[src/rtl/uart_pkg.sv]
// rtl/uart_pkg.sv - shared state encoding and constants for the UART transmit arbiter
package uart_pkg;

    typedef enum logic [1:0] {
        IDLE   = 2'd0,
        LAUNCH = 2'd1,
        DRAIN  = 2'd2
    } arb_state_t;

    localparam int UART_DATA_W        = 8;
    localparam int DEF_LAUNCH_TIMEOUT = 1024;

endpackage

[src/rtl/rr_pick.sv]
// rtl/rr_pick.sv - combinational rotate-priority encoder: first valid index at or after ptr
module rr_pick #(
    parameter int N  = 4,
    parameter int IW = $clog2(N)
) (
    input  logic [N-1:0]  valid,
    input  logic [IW-1:0] ptr,
    output logic [N-1:0]  grant,
    output logic [IW-1:0] idx,
    output logic          any
);

    logic [IW:0] slot;

    // Walk offsets from farthest to nearest so the nearest valid slot wins last.
    always_comb begin
        grant = '0;
        idx   = '0;
        any   = 1'b0;
        slot  = '0;
        for (int off = N - 1; off >= 0; off--) begin
            slot = {1'b0, ptr} + (IW + 1)'(off);
            if (slot >= (IW + 1)'(N)) begin
                slot = slot - (IW + 1)'(N);
            end
            if (valid[slot[IW-1:0]]) begin
                grant              = '0;
                grant[slot[IW-1:0]] = 1'b1;
                idx                = slot[IW-1:0];
                any                = 1'b1;
            end
        end
    end

endmodule

[src/rtl/uart_tx_arbiter.sv]
// rtl/uart_tx_arbiter.sv - round-robin byte scheduler feeding one UART transmitter
// Optional multi-byte lock enabled by defining UART_TX_ARB_LOCK_EN.
module uart_tx_arbiter
    import uart_pkg::*;
#(
    parameter int NUM_REQ        = 4,
    parameter int LAUNCH_TIMEOUT = DEF_LAUNCH_TIMEOUT
) (
    input  logic                             sys_clk,
    input  logic                             sys_rst,
    input  logic [NUM_REQ-1:0]               req_valid,
    input  logic [NUM_REQ*UART_DATA_W-1:0]   req_data,
    output logic [NUM_REQ-1:0]               req_ready,
`ifdef UART_TX_ARB_LOCK_EN
    input  logic [NUM_REQ-1:0]               req_lock,
`endif
    output logic                             tx_en,
    output logic [UART_DATA_W-1:0]           tx_data,
    input  logic                             uart_tx_busy,
    output logic [$clog2(NUM_REQ)-1:0]       grant_id,
    output logic                             err_timeout
);

    localparam int IW = $clog2(NUM_REQ);
    localparam int CW = $clog2(LAUNCH_TIMEOUT);

    arb_state_t          state, state_next;
    logic [IW-1:0]       rr_ptr;
    logic [CW-1:0]       tmo_cnt;
    logic [NUM_REQ-1:0]  pick_mask, pick_grant;
    logic [IW-1:0]       pick_idx;
    logic                pick_any;
    logic                grant_fire, timeout_hit, drain_done;
    logic                lock_keep, lock_release;
    logic [IW-1:0]       lock_owner;

    function automatic logic [IW-1:0] wrap_inc(input logic [IW-1:0] g);
        return (g == IW'(NUM_REQ - 1)) ? '0 : g + 1'b1;
    endfunction

`ifdef UART_TX_ARB_LOCK_EN
    logic lock_active;

    // While locked, the pick is narrowed to the owner even if it has no byte ready.
    always_ff @(posedge sys_clk) begin
        if (sys_rst) begin
            lock_active <= 1'b0;
            lock_owner  <= '0;
        end else if (drain_done && lock_keep) begin
            lock_active <= 1'b1;
            lock_owner  <= grant_id;
        end else if (timeout_hit || lock_release) begin
            lock_active <= 1'b0;
        end
    end

    assign lock_keep    = req_lock[grant_id];
    assign lock_release = lock_active && (state == IDLE) && !req_lock[lock_owner];
    assign pick_mask    = lock_active ? (NUM_REQ'(1) << lock_owner) : '1;
`else
    assign lock_keep    = 1'b0;
    assign lock_release = 1'b0;
    assign lock_owner   = '0;
    assign pick_mask    = '1;
`endif

    rr_pick #(.N(NUM_REQ), .IW(IW)) u_rr_pick (
        .valid (req_valid & pick_mask),
        .ptr   (rr_ptr),
        .grant (pick_grant),
        .idx   (pick_idx),
        .any   (pick_any)
    );

    assign grant_fire  = (state == IDLE) && !uart_tx_busy && pick_any && !lock_release;
    assign timeout_hit = (state == LAUNCH) && !uart_tx_busy && (tmo_cnt == CW'(LAUNCH_TIMEOUT - 1));
    assign drain_done  = (state == DRAIN) && !uart_tx_busy;

    always_ff @(posedge sys_clk) begin
        if (sys_rst) begin
            state <= IDLE;
        end else begin
            state <= state_next;
        end
    end

    always_comb begin
        state_next = state;
        case (state)
            IDLE:    if (grant_fire) state_next = LAUNCH;
            LAUNCH:  if (uart_tx_busy) state_next = DRAIN;
                     else if (timeout_hit) state_next = IDLE;
            DRAIN:   if (!uart_tx_busy) state_next = IDLE;
            default: state_next = IDLE;
        endcase
    end

    always_comb begin
        req_ready = grant_fire ? pick_grant : '0;
    end

    always_ff @(posedge sys_clk) begin
        if (sys_rst) begin
            tx_en       <= 1'b0;
            tx_data     <= '0;
            grant_id    <= '0;
            err_timeout <= 1'b0;
            rr_ptr      <= '0;
            tmo_cnt     <= '0;
        end else begin
            tx_en       <= (state_next == LAUNCH);
            err_timeout <= timeout_hit;
            if (grant_fire) begin
                tx_data  <= req_data[int'(pick_idx) * UART_DATA_W +: UART_DATA_W];
                grant_id <= pick_idx;
                tmo_cnt  <= '0;
            end else if (state == LAUNCH) begin
                tmo_cnt  <= tmo_cnt + 1'b1;
            end
            if (timeout_hit || (drain_done && !lock_keep)) begin
                rr_ptr <= wrap_inc(grant_id);
            end else if (lock_release) begin
                rr_ptr <= wrap_inc(lock_owner);
            end
        end
    end

endmodule
[config.mk]
export PLATFORM = sky130hd
export DESIGN_NAME = uart_tx_arbiter
export DESIGN_NICKNAME = d
export VERILOG_FILES = /design/src/rtl/uart_pkg.sv /design/src/rtl/rr_pick.sv /design/src/rtl/uart_tx_arbiter.sv
export SDC_FILE = /design/constraint.sdc
export NUM_CORES = 1
export LEC_CHECK = 0
export CORE_UTILIZATION = 39
export CTS_CLUSTER_DIAMETER = 40
export DETAILED_ROUTE_END_ITERATION = 12
export DONT_BUFFER_PORTS = 1
export GPL_TIMING_DRIVEN = 0
export HOLD_SLACK_MARGIN = 0.05
export RECOVER_POWER = 25
export REMOVE_ABC_BUFFERS = 1
export SETUP_SLACK_MARGIN = 0.1
export SYNTH_ARGS = -nofsm -noshare
export SYNTH_HDL_FRONTEND = slang
export SYNTH_HIERARCHICAL = 1
export SYNTH_SLANG_ARGS = --single-unit
[constraint.sdc]
create_clock -name sys_clk -period 3.5 [get_ports sys_clk]
set_input_delay 0.875 -clock sys_clk [delete_from_list [all_inputs] [get_ports sys_clk]]
set_output_delay 0.875 -clock sys_clk [all_outputs]
set_load 0.01 [all_outputs]
Yosys cells after proc, flatten, opt, wreduce, memory -nomap -nowiden --
Cells that the tools add are included.
Storage, ports and cells: register bits 26, input bits 39, output and inout port bits 16, word-level logic and storage cells 86
Operators by class: $add $sub $neg 9, order comparisons 12, equal/unequal tests 5, shift operators 1, mux-type cells 39, reductions and logical operators 13
Operators with widths (count):
- 32-bit by 6-bit indexed part select with 8-bit output | 1
- 2-bit 2-to-1 mux | 13
- 4-bit 2-to-1 mux | 5
- 2-bit by 3-bit < comparator with 1-bit output (second input constant) | 4
- 1-bit 2-to-1 mux | 12
- 10-bit by 1-bit adder with 10-bit output (second input constant) | 1
- 10-bit equality test (second input constant) | 1
- 3-bit greater-or-equal comparator (second input constant) | 3
- 1-bit logical AND | 9
- 1-bit binary-select mux with 2-bit select | 4
- 1-bit demux with 2-bit select | 4
- 2-bit by 1-bit greater-or-equal comparator with 1-bit output (second input constant) | 4
- 2-bit by 1-bit subtractor with 2-bit output (second input constant) | 4
- 2-bit by 2-bit adder with 3-bit output (second input constant) | 2
- 2-bit case mux with 3 select lines | 1
- 2-bit by 1-bit equality test with 1-bit output (second input constant) | 2
- 2-bit equality test (second input constant) | 2
- 2-bit by 1-bit adder with 3-bit output (second input constant) | 1
- 2-bit by 3-bit greater-or-equal comparator with 1-bit output (second input constant) | 1
- 2-bit by 1-bit adder with 2-bit output (second input constant) | 1
- 2-bit zero test | 1
- 2-bit OR reduction | 1
- 1-bit zero test | 1
- 1-bit logical OR | 1

Longest topological paths before layout --
Gate-level depths: netlist (run 1).
word-level depth 13, depth in mapped cells 11, mapped depth without buffers 9

By module --
The synthesis (run 1) kept the hierarchy.
Modules (own cells, without submodules):
- uart_tx_arbiter | times used 1, cells an instance 134, area each 1292.5 µm², sequential area each 520.5 µm²
- rr_pick | times used 1, cells an instance 85, area each 683.2 µm², sequential area each 0.0 µm²

Worst setup path after synthesis (run 1) --
OpenSTA, ideal clock, no wires.
path kind in2out, start input port req_valid[1], end output port req_ready[0], data arrival time 2033 ps, required time 2625 ps, path slack 592 ps, stages 6, path buffers 1, cell sequence buf_6 > mux4_2 > nor2_1 > nand3_1 > a41oi_2 > and2_1
Between the ends: elaborated cells on any way between the ends 18, classes of those cells mux (17); reduce/logical (1)
RTL lines:
- from (decl) | RTL line uart_tx_arbiter.sv:11 | input logic [NUM_REQ-1:0] req_valid,
- 1-bit binary-select mux with 2-bit select | RTL line rr_pick.sv:26 | if (valid[slot[IW-1:0]]) begin
- 1-bit 2-to-1 mux (implied by the code) | RTL line rr_pick.sv:26
- 4-bit 2-to-1 mux (3 in series) | RTL line rr_pick.sv:26
- 4-bit 2-to-1 mux * | RTL line rr_pick.sv:26
- named net pick_grant[0] | RTL line uart_tx_arbiter.sv:30 | logic [NUM_REQ-1:0] pick_mask, pick_grant;
- 4-bit 2-to-1 mux * | RTL line uart_tx_arbiter.sv:99 | req_ready = grant_fire ? pick_grant : '0;
- to (decl) | RTL line uart_tx_arbiter.sv:13 | output logic [NUM_REQ-1:0] req_ready,
The timed path passes the listed nets; every way through them passes the cells marked *. The select of a mux whose other input is x is not followed.

Worst setup path after layout (run 1) --
start register rr_ptr[0], end output port req_ready[0]
Between the ends: longest elaborated chain between the ends 12, elaborated cells on any way between the ends 53, classes of those cells add/sub (7); order compare (12); mux (29); reduce/logical (5)
RTL lines:
- from (decl) | RTL line uart_tx_arbiter.sv:28 | logic [IW-1:0] rr_ptr;
- from (signal assigned) | RTL line uart_tx_arbiter.sv:121 | rr_ptr <= wrap_inc(grant_id);
- from (signal assigned) | RTL line uart_tx_arbiter.sv:123 | rr_ptr <= wrap_inc(lock_owner);
- 2-bit by 2-bit adder with 3-bit output | RTL line rr_pick.sv:22 | slot = {1'b0, ptr} + (IW + 1)'(off);
- 3-bit greater-or-equal comparator / 2-bit by 1-bit subtractor with 2-bit output (equally long branches) | RTL line rr_pick.sv:23, rr_pick.sv:24
- 2-bit 2-to-1 mux | RTL line rr_pick.sv:23 | if (slot >= (IW + 1)'(N)) begin
- 2-bit by 3-bit < comparator with 1-bit output (implied by the code) / 2-bit by 1-bit greater-or-equal comparator with 1-bit output (equally long branches) | RTL line rr_pick.sv:28 | grant[slot[IW-1:0]] = 1'b1;
- 1-bit logical AND (implied by the code) | RTL line rr_pick.sv:28
- 1-bit 2-to-1 mux (implied by the code) | RTL line rr_pick.sv:28
- 1-bit demux with 2-bit select
- 4-bit 2-to-1 mux (3 in series) | RTL line rr_pick.sv:26
- 4-bit 2-to-1 mux * | RTL line rr_pick.sv:26
- named net pick_grant[0] | RTL line uart_tx_arbiter.sv:30
- 4-bit 2-to-1 mux * | RTL line uart_tx_arbiter.sv:99
Marks and branches as above.

==> impl_metrics.csv, run 1 <==
group,metric,value,unit
finish,finalNetCount,261,
worst_setup_path,crit_type,"reg -> out",
detailed_routing,drc,0,
clock_network,clk_latency,280,ps
placement,place_inst,272,
placement,pre_cts_ws,-517,ps
sta,rsz0062_at_grt,"false",
worst_setup_path,worst_path_max_delay_cell,"dfxtp_4",
sta,maxSlewHeadroom,46.5,%
sta,worst_slew_pin_slew,803,ps
logic_synthesis,synthCells,219,
clock_network,path_clk_slew,100,ps
detailed_routing,wl_per_cell,14.5,um
finish,drive_gt1_share,19.9,%
run_status,status,"finished, final reports clean",
clock_network,cts-root-buf,"clkbuf_8",
grt,grt_max_degree,20,
die,die_h,73.2,um
logic_synthesis,syn-cell-area,0.00198,mm2
pwr,switching_share,25.6,%
detailed_routing,drt_first_pass_iters,4,
logic_synthesis,yosysMostFrequentCell,"nand2_1",
die,io_pins,55,
finish,fill_cells,469,
placement,port_buffers,0,
pwr,power,0.704,mW
worst_hold_path,hold_start,"tx_data[4]",
grt,grt_pass1_vias,1415,
logic_synthesis,ys_top_cells_by_count,"nand2_1, dfxtp_1, nor2_1, a21oi_1, ha_1",
finish,fin_cells,278,
detailed_routing,viasPerCell,5.47,
grt,overflow,0,
flow_run,maxCapViolCount,0,
finish,area_growth,5.51,%
logic_synthesis,ys_warn_count,6,
worst_setup_path,r2r_start,"rr_ptr[0]",
clock_network,cts_buffers,3,
logic_synthesis,synth_cell_types,47,
pwr,irDropWorstVdd,0.000212,V
pwr,p_sw,0.180,mW
clock_network,clock-sinks,26,
grt,antenna_found_initial,0,
sta,timing.final.ws_setup,308,ps
logic_synthesis,ys_async_sr_fraction,0,%
grt,grt_usage,15.7,%
logic_synthesis,synth_flop_cell,"dfxtp_1",
clock_network,cts_buffer_depth,2,
logic_synthesis,synth_area_leaders,"dfxtp_1, mux4_2, ha_1",
pwr,combPwrFrac,17.6,%
die,dieArea,0.00535,mm2
grt,grt_pass1_wl,6610,um
die,die_x,73.2,um
detailed_routing,drt_iter0_drc,44,
worst_setup_path,cp_max_fo,19,
clock_network,cts_tree,"yes",
worst_hold_path,hold_class,"reg -> reg",
logic_synthesis,syn_avg_cell_area,9.02,um2
worst_setup_path,worstPathArrival,2320,ps
worst_hold_path,whs_endpoint,"tx_data[4]",
sta,hold_violations,0,
pwr,seqPwrFrac,46.6,%
sta,slew_viol_final,0,
logic_synthesis,ys_seq_elements,26,
worst_setup_path,r2r_end,"tx_data[7]",
logic_synthesis,synth_top_area_share,26.3,%
worst_setup_path,cp.required,2620,ps
pwr,p_leak,0.718,nW
worst_setup_path,reg2reg_depth,9,
pwr,powerDensity,338,mW/mm2
worst_hold_path,hold_depth,2,
sta,fin_skew,10.3,ps
pwr,power.share.clock,35.7,%
worst_setup_path,critPathCaptureType,"primary output",
sta,setup_viol,0,
die,rows,25,
worst_setup_path,cp-start-kind,"register",
logic_synthesis,synth_edf_count,0,
die,coreArea,0.00479,mm2
finish,design_area,0.00208,mm2
sta,fin_crit_sh,91.2,%
finish,diodes,0,
die,start_util,41.3,%
detailed_routing,num_vias,1521,
logic_synthesis,ys_seq_area_share,26.3,%
sta,setup_tns,0,ps
detailed_routing,routed_wl,4030,um
detailed_routing,ant_nets,0,
sta,fin_crit,3190,ps
clock_network,cts_max_level,1,
placement,gp_congestion,0.887,
worst_setup_path,timing.reg2reg.setup_slack,500,ps
worst_setup_path,cpPeakStageDelay,520,ps
pwr,intPower,0.524,mW
placement,dp_hpwl,2910,um
worst_setup_path,crit_chain,"inv_1, ha_4, mux2i_1, o211ai_1, a41oi_2, and2_1",
placement,placed_area,0.00197,mm2
sta,fmax,0.313,GHz
logic_synthesis,synth_area_leader_cell,"dfxtp_1",
[layout make-up]
| type | instances | area [um2] | area share, % |
|---|---|---|---|
| Clock buffer | 3 | 41.3 | 1.98 |
| Clock inverter | 1 | 30.0 | 1.44 |
| Inverter | 7 | 30.0 | 1.44 |
| Multi-Input combinational cell | 172 | 1360 | 65.2 |
| Sequential cell | 26 | 526 | 25.2 |
| Tap cell | 67 | 83.8 | 4.02 |
| Timing Repair Buffer | 2 | 15.0 | 0.720 |
[critical path: cells and delay by family (launching register included)]
kind / cells / cell delay, ps
buf+inv: 1 / 210
compound gates: 2 / 360
simple gates: 1 / 190
flops: 1 / 520
fa+ha+maj: 1 / 420
mux: 1 / 340
[per-stage QoR]
step | util, % | hold slack [ps]
finish | 43.6 | 502
global placement | 41.1 | 487
global route | 43.6 | 526
floorplan | - | 472
CTS | 43.3 | 507
detailed placement | 41.1 | 489
[registers in the layout, indices dropped and copies added, names as in the netlist]
signal	count
grant_id	2
tmo_cnt	10
err_timeout	1
rr_ptr	2
state	2
tx_data	8
tx_en	1
[cell usage in the layout, fill, tap and decap left out, types with 3 or more instances in the layout]
cell type  synthesis  final
xor2_1             8      8
nand4_1            3      3
and2_1             5      5
nand2_1           33     33
a31oi_1            4      4
nor2_1            24     24
a41oi_2            4      4
nand2b_1           5      5
inv_1              7      6
mux4_2             9      9
o211ai_1           4      4
mux2_2             3      3
mux2_4             3      3
clkbuf_8           0      3
nand3_1            6      7
ha_1              10      9
dfxtp_1           26     24
a21oi_1           15     15
[worst max-delay path by stage]
stage	start	end	cells past startpoint
after global placement	rr_ptr[0]	tx_data[7]	9
after CTS	rr_ptr[1]	req_ready[0]	6
final	rr_ptr[0]	req_ready[0]	6
after global routing	rr_ptr[0]	req_ready[3]	6
after floorplan	rr_ptr[0]	tx_data[0]	9
after detailed placement	rr_ptr[0]	tx_data[5]	9
[cells by family after synthesis]
kind of cell               synth area share, %
buffers and inverters                     5.95
AOI/OAI and AO/OA                         14.9
muxes                                     17.8
adders and majority gates                 6.33
xor gates and xnor gates                  4.43
DFF                                       26.3
and+or+nand+nor                           24.2
[power groups by stage]
stage / combinational, mW / sequential [mW] / clock (mW)
2_1_floorplan: 0.105 / 0.332 / 0
3_3_place_gp: 0.120 / 0.336 / 0
3_5_place_dp: 0.121 / 0.336 / 0
4_1_cts: 0.125 / 0.329 / 0.260
5_1_grt: 0.137 / 0.331 / 0.270
6_report: 0.124 / 0.328 / 0.252
[what timing repair did]
item / 4_1_cts / 5_1_grt
pin swaps: 0 / 0
buffers inserted: 0 / 2
resized for setup: 7 / 1
setup endpoints to repair: 14 / 1
gates cloned: 0 / 0
hold buffers: 0 / 0
[routing by layer]
| layer | vias to the layer above | global-route usage [%] | part of all wire (%) |
|---|---|---|---|
| met5 | - | 0 | 0 |
| met4 | 0 | 1.53 | 0.27 |
| met3 | 2 | 4.97 | 6.7 |
| met2 | 48 | 25.3 | 46 |
| met1 | 702 | 21.1 | 48 |
| li1 | 769 | - | - |
Power figures use the tool's default switching activity.
==> run 2, diff against run 1 <==
- CORE_UTILIZATION: 39 -> 60
- PLACE_DENSITY: unset -> 0.76
==> impl_metrics.csv, run 2 (synthesis gave the netlist of run 1 again) <==
group,metric,value,unit
worst_setup_path,cp_max_fo,19,
sta,fin_crit,3300,ps
die,rows,20,
placement,port_buffers,0,
die,io_pins,55,
pwr,intPower,0.487,mW
sta,fin_crit_sh,94.4,%
worst_setup_path,cp-start-kind,"register",
clock_network,clock-sinks,26,
worst_setup_path,critPathCaptureType,"primary output",
pwr,combPwrFrac,19.6,%
pwr,power.share.clock,30.7,%
worst_setup_path,r2r_start,"rr_ptr[0]",
clock_network,cts_max_level,1,
detailed_routing,wl_per_cell,16.8,um
sta,slew_viol_final,0,
finish,final_cell_mix,"nand2_1, nor2_1, dfxtp_1",
detailed_routing,drt_iter0_drc,94,
detailed_routing,num_vias,1621,
detailed_routing,drc,0,
finish,area_growth,4.12,%
worst_setup_path,crit_type,"reg -> out",
clock_network,cts_buffer_depth,2,
finish,top_register,"tmo_cnt",
worst_hold_path,hold_depth,2,
pwr,seqPwrFrac,49.7,%
sta,fmax,0.303,GHz
grt,grt_pass1_vias,1505,
placement,pre_cts_ws,-521,ps
sta,hold_ws,505,ps
finish,layout_commonest_cell,"nand2_1",
clock_network,cts-root-buf,"clkbuf_4",
flow_run,maxCapViolCount,0,
worst_hold_path,hold_class,"reg -> reg",
worst_setup_path,worstPathArrival,2430,ps
finish,diodes,0,
sta,setup_tns,0,ps
finish,largest_registers,"tmo_cnt (10), tx_data (8)",
sta,hold_violations,0,
worst_hold_path,whs_endpoint,"tx_data[6]",
die,dieArea,0.00353,mm2
pwr,irDropWorstVdd,0.000218,V
clock_network,cts_buffers,3,
grt,grt_usage,25.2,%
pwr,p_sw,0.174,mW
pwr,switching_share,26.3,%
worst_setup_path,r2r_end,"tx_data[1]",
run_status,status,"finished, final reports clean",
detailed_routing,ant_nets,0,
sta,fin_skew,1.39,ps
die,coreArea,0.00308,mm2
detailed_routing,routed_wl,4330,um
worst_setup_path,reg2reg_depth,9,
sta,timing.final.ws_setup,197,ps
clock_network,clk_latency,320,ps
grt,grt_max_degree,20,
detailed_routing,viasPerCell,6.28,
grt,antenna_found_initial,0,
finish,fill_cells,256,
sta,setup_viol,0,
die,die_h,59.4,um
detailed_routing,drt_first_pass_iters,5,
worst_setup_path,timing.reg2reg.setup_slack,410,ps
finish,drive_gt1_share,21.0,%
finish,postLayoutCoreUtil,66.8,%
clock_network,path_clk_slew,130,ps
finish,finalNetCount,264,
clock_network,cts_tree,"yes",
die,die_x,59.4,um
worst_hold_path,hold_start,"tx_data[6]",
sta,rsz0062_at_grt,"false",
sta,maxSlewHeadroom,50.1,%
placement,dp_hpwl,3100,um
finish,largest_register_ffs,10,
die,start_util,64.2,%
clock_network,postCtsHoldBufs,0,
placement,gp_congestion,0.894,
grt,overflow,0,
grt,grt_pass1_wl,6790,um
pwr,p_leak,0.726,nW
pwr,powerDensity,321,mW/mm2
worst_setup_path,cp.required,2620,ps
sta,worst_slew_pin_slew,745,ps
==> run 2: how the worst max path moves through the flow <==
stage | end | startpoint | slack [ps] | depth (start not counted)
after CTS | req_ready[0] | rr_ptr[1] | 110 | 6
after global placement | tx_data[2] | rr_ptr[0] | -370 | 9
after detailed placement | tx_data[1] | rr_ptr[0] | -520 | 8
final | req_ready[0] | rr_ptr[0] | 200 | 6
after floorplan | tx_data[0] | rr_ptr[0] | 130 | 9
after global routing | req_ready[0] | rr_ptr[0] | 100 | 6
==> run 2: worst max-delay path: stages (launching register included) <==
cell and delay, ps:
dfxtp_4 540, inv_1 200, ha_4 410, mux2i_2 360, o211ai_1 190, a41oi_2 200
and2_1 200
==> run 2: cell type report <==
class	instances	area, um2	share of cell area (%)
tap	44	55.1	2.68
clock buffer	3	22.5	1.09
sequential	26	528	25.7
clock inverter	1	30.0	1.46
timing repair buffer	5	35.0	1.70
multi-input combinational	172	1360	65.9
inverter	7	30.0	1.46
==> run 2: power by group through the flow <==
stage / logic [mW] / registers [mW] / clock network (mW)
after global routing: 0.142 / 0.331 / 0.220
after detailed placement: 0.124 / 0.336 / 0
after floorplan: 0.105 / 0.332 / 0
after global placement: 0.117 / 0.335 / 0
final: 0.129 / 0.329 / 0.203
after CTS: 0.126 / 0.329 / 0.207
==> run 2: stage by stage <==
stage | cells | power (mW) | cell area, um2
finish | 258 | 0.661 | 2060
global placement | 249 | 0.452 | 1940
floorplan | 205 | 0.436 | 1880
detailed placement | 249 | 0.460 | 1940
global route | 258 | 0.692 | 2060
CTS | 253 | 0.662 | 2010
==> run 2: timing repair <==
item,CTS,global route
setup endpoints to repair,14,12
gates resized for setup,5,4
setup buffers,0,4
==> run 2: layer usage <==
metal	wire length (um)	GRT usage (%)	up-vias
li1	-	-	773
met3	248	5.46	11
met5	0	0	-
met4	89	6.46	0
met2	2300	43.8	62
met1	1690	31.4	775
==> run 3, diff against run 2 <==
- clock period: 3.5 -> 4.3 ns (I/O delays scaled with it)
==> impl_metrics.csv, run 3 (synthesis gave the netlist of run 1 again) <==
group,metric,value,unit
finish,layout_commonest_cell,"nand2_1",
sta,worst_slew_pin_slew,1060,ps
finish,design_area,0.00199,mm2
sta,timing.final.ws_setup,286,ps
run_status,status,"finished, final reports clean",
sta,fmax,0.249,GHz
sta,fin_crit_sh,93.3,%
die,die_h,59.4,um
pwr,powerDensity,268,mW/mm2
detailed_routing,drt_iter0_drc,92,
die,dieArea,0.00353,mm2
worst_setup_path,crit_type,"reg -> out",
die,rows,20,
worst_setup_path,startpoint,"rr_ptr[1]",
pwr,irDropWorstVdd,0.000181,V
finish,fin_cells,254,
finish,diodes,0,
sta,fin_crit,4010,ps
detailed_routing,routed_wl,4260,um
finish,area_growth,0.823,%
detailed_routing,viasPerCell,6.34,
worst_setup_path,r2r_start,"rr_ptr[1]",
sta,slew_viol_final,0,
worst_setup_path,cp_max_fo,14,
sta,fin_skew,3.34,ps
worst_setup_path,cp.required,3220,ps
grt,grt_usage,25.0,%
finish,finalNetCount,260,
sta,setup_tns,0,ps
flow_run,maxCapViolCount,0,
clock_network,clk_latency,320,ps
clock_network,cts_max_level,1,
die,io_pins,55,
worst_setup_path,timing.reg2reg.setup_slack,580,ps
worst_hold_path,hold_class,"reg -> reg",
finish,drive_gt1_share,17.6,%
grt,antenna_found_initial,0,
grt,grt_pass1_wl,6750,um
clock_network,clock-sinks,26,
sta,hold_violations,0,
detailed_routing,topRoutingLayerUsed,"met4",
grt,grt_pass1_vias,1502,
sta,hold_ws,503,ps
detailed_routing,wl_per_cell,16.8,um
clock_network,cts_buffer_depth,2,
finish,largest_registers,"tmo_cnt (10), tx_data (8)",
placement,dp_hpwl,3100,um
clock_network,cts_tree,"yes",
grt,overflow,0,
detailed_routing,num_vias,1611,
pwr,p_leak,0.700,nW
detailed_routing,wl_met3,251,um
sta,rsz0062_at_grt,"false",
sta,setup_viol,0,
die,start_util,64.2,%
clock_network,cts_buffers,3,
grt,grt_max_degree,20,
detailed_routing,m1WireLength,1630,um
worst_hold_path,hold_start,"tx_data[6]",
finish,top_register,"tmo_cnt",
finish,postLayoutCoreUtil,64.7,%
worst_setup_path,worstPathArrival,2940,ps
pwr,power,0.535,mW
sta,maxSlewHeadroom,28.9,%
placement,gp_congestion,0.894,
clock_network,path_clk_slew,130,ps
finish,fill_cells,269,
detailed_routing,drt_first_pass_iters,4,
placement,port_buffers,0,
worst_setup_path,critPathCaptureType,"primary output",
worst_setup_path,cp-start-kind,"register",
placement,placed_area,0.00194,mm2
placement,place_inst,249,
finish,final_cell_mix,"nand2_1, dfxtp_1, nor2_1",
detailed_routing,ant_nets,0,
clock_network,cts-root-buf,"clkbuf_4",
die,coreArea,0.00308,mm2
detailed_routing,met2_length,2320,um
placement,pre_cts_ws,279,ps
die,die_x,59.4,um
detailed_routing,drc,0,
finish,largest_register_ffs,10,
-- run 3: changes by cell type in the layout (fill, tap and decap cells not counted) --
cell,delta
mux2_1,+1
dfxtp_1,+1
buf_4,-4
clkinvlp_4,-1
mux2i_2,-1
ha_2,+1
inv_1,+1
ha_4,-1
a211oi_2,+1
mux2i_1,+1
dfxtp_2,+1
dfxtp_4,-2
a211oi_4,-1
mux2_4,-1
-- run 3: routing by layer --
layer  track usage (%)  vias to the layer above
li1                  -                      763
met5                 0                        -
met2              43.5                       59
met1              31.0                      779
met4              6.46                        0
met3              5.46                       10
-- run 3: area by class of cell --
class / instances / area, um2 / area share (%)
Tap cell: 44 / 55.1 / 2.76
Inverter: 7 / 26.3 / 1.32
Multi-Input combinational cell: 172 / 1330 / 66.8
Timing Repair Buffer: 1 / 5.00 / 0.251
Clock inverter: 1 / 30.0 / 1.51
Clock buffer: 3 / 22.5 / 1.13
Sequential cell: 26 / 522 / 26.2
-- run 3: final timing paths --
check,to,depth (start not counted)
worst min register to register,tx_data[6],2
worst min-delay path,tx_data[6],2
worst max register to register,tx_data[1],9
worst max-delay path,req_ready[0],6
-- run 3: power breakdown --
| part | total [mW] | switching, mW | internal (mW) |
|---|---|---|---|
| Clock | 0.165 | 0.0704 | 0.0943 |
| Combinational | 0.101 | 0.0523 | 0.0492 |
| Sequential | 0.269 | 0.0167 | 0.252 |
| Total | 0.535 | 0.139 | 0.395 |
-- run 3: critical path: stages (launching register included) --
cell      delay, ps
dfxtp_1         680
inv_1           320
ha_2            590
mux2i_1         420
o211ai_1        200
a41oi_2         210
and2_1          200
-- run 3: timing repair --
| item | CTS | global route |
|---|---|---|
| setup buffers | 0 | 0 |
| endpoints found under the setup margin | 4 | 4 |
| gates resized for setup | 1 | 1 |
| hold buffers | 0 | 0 |
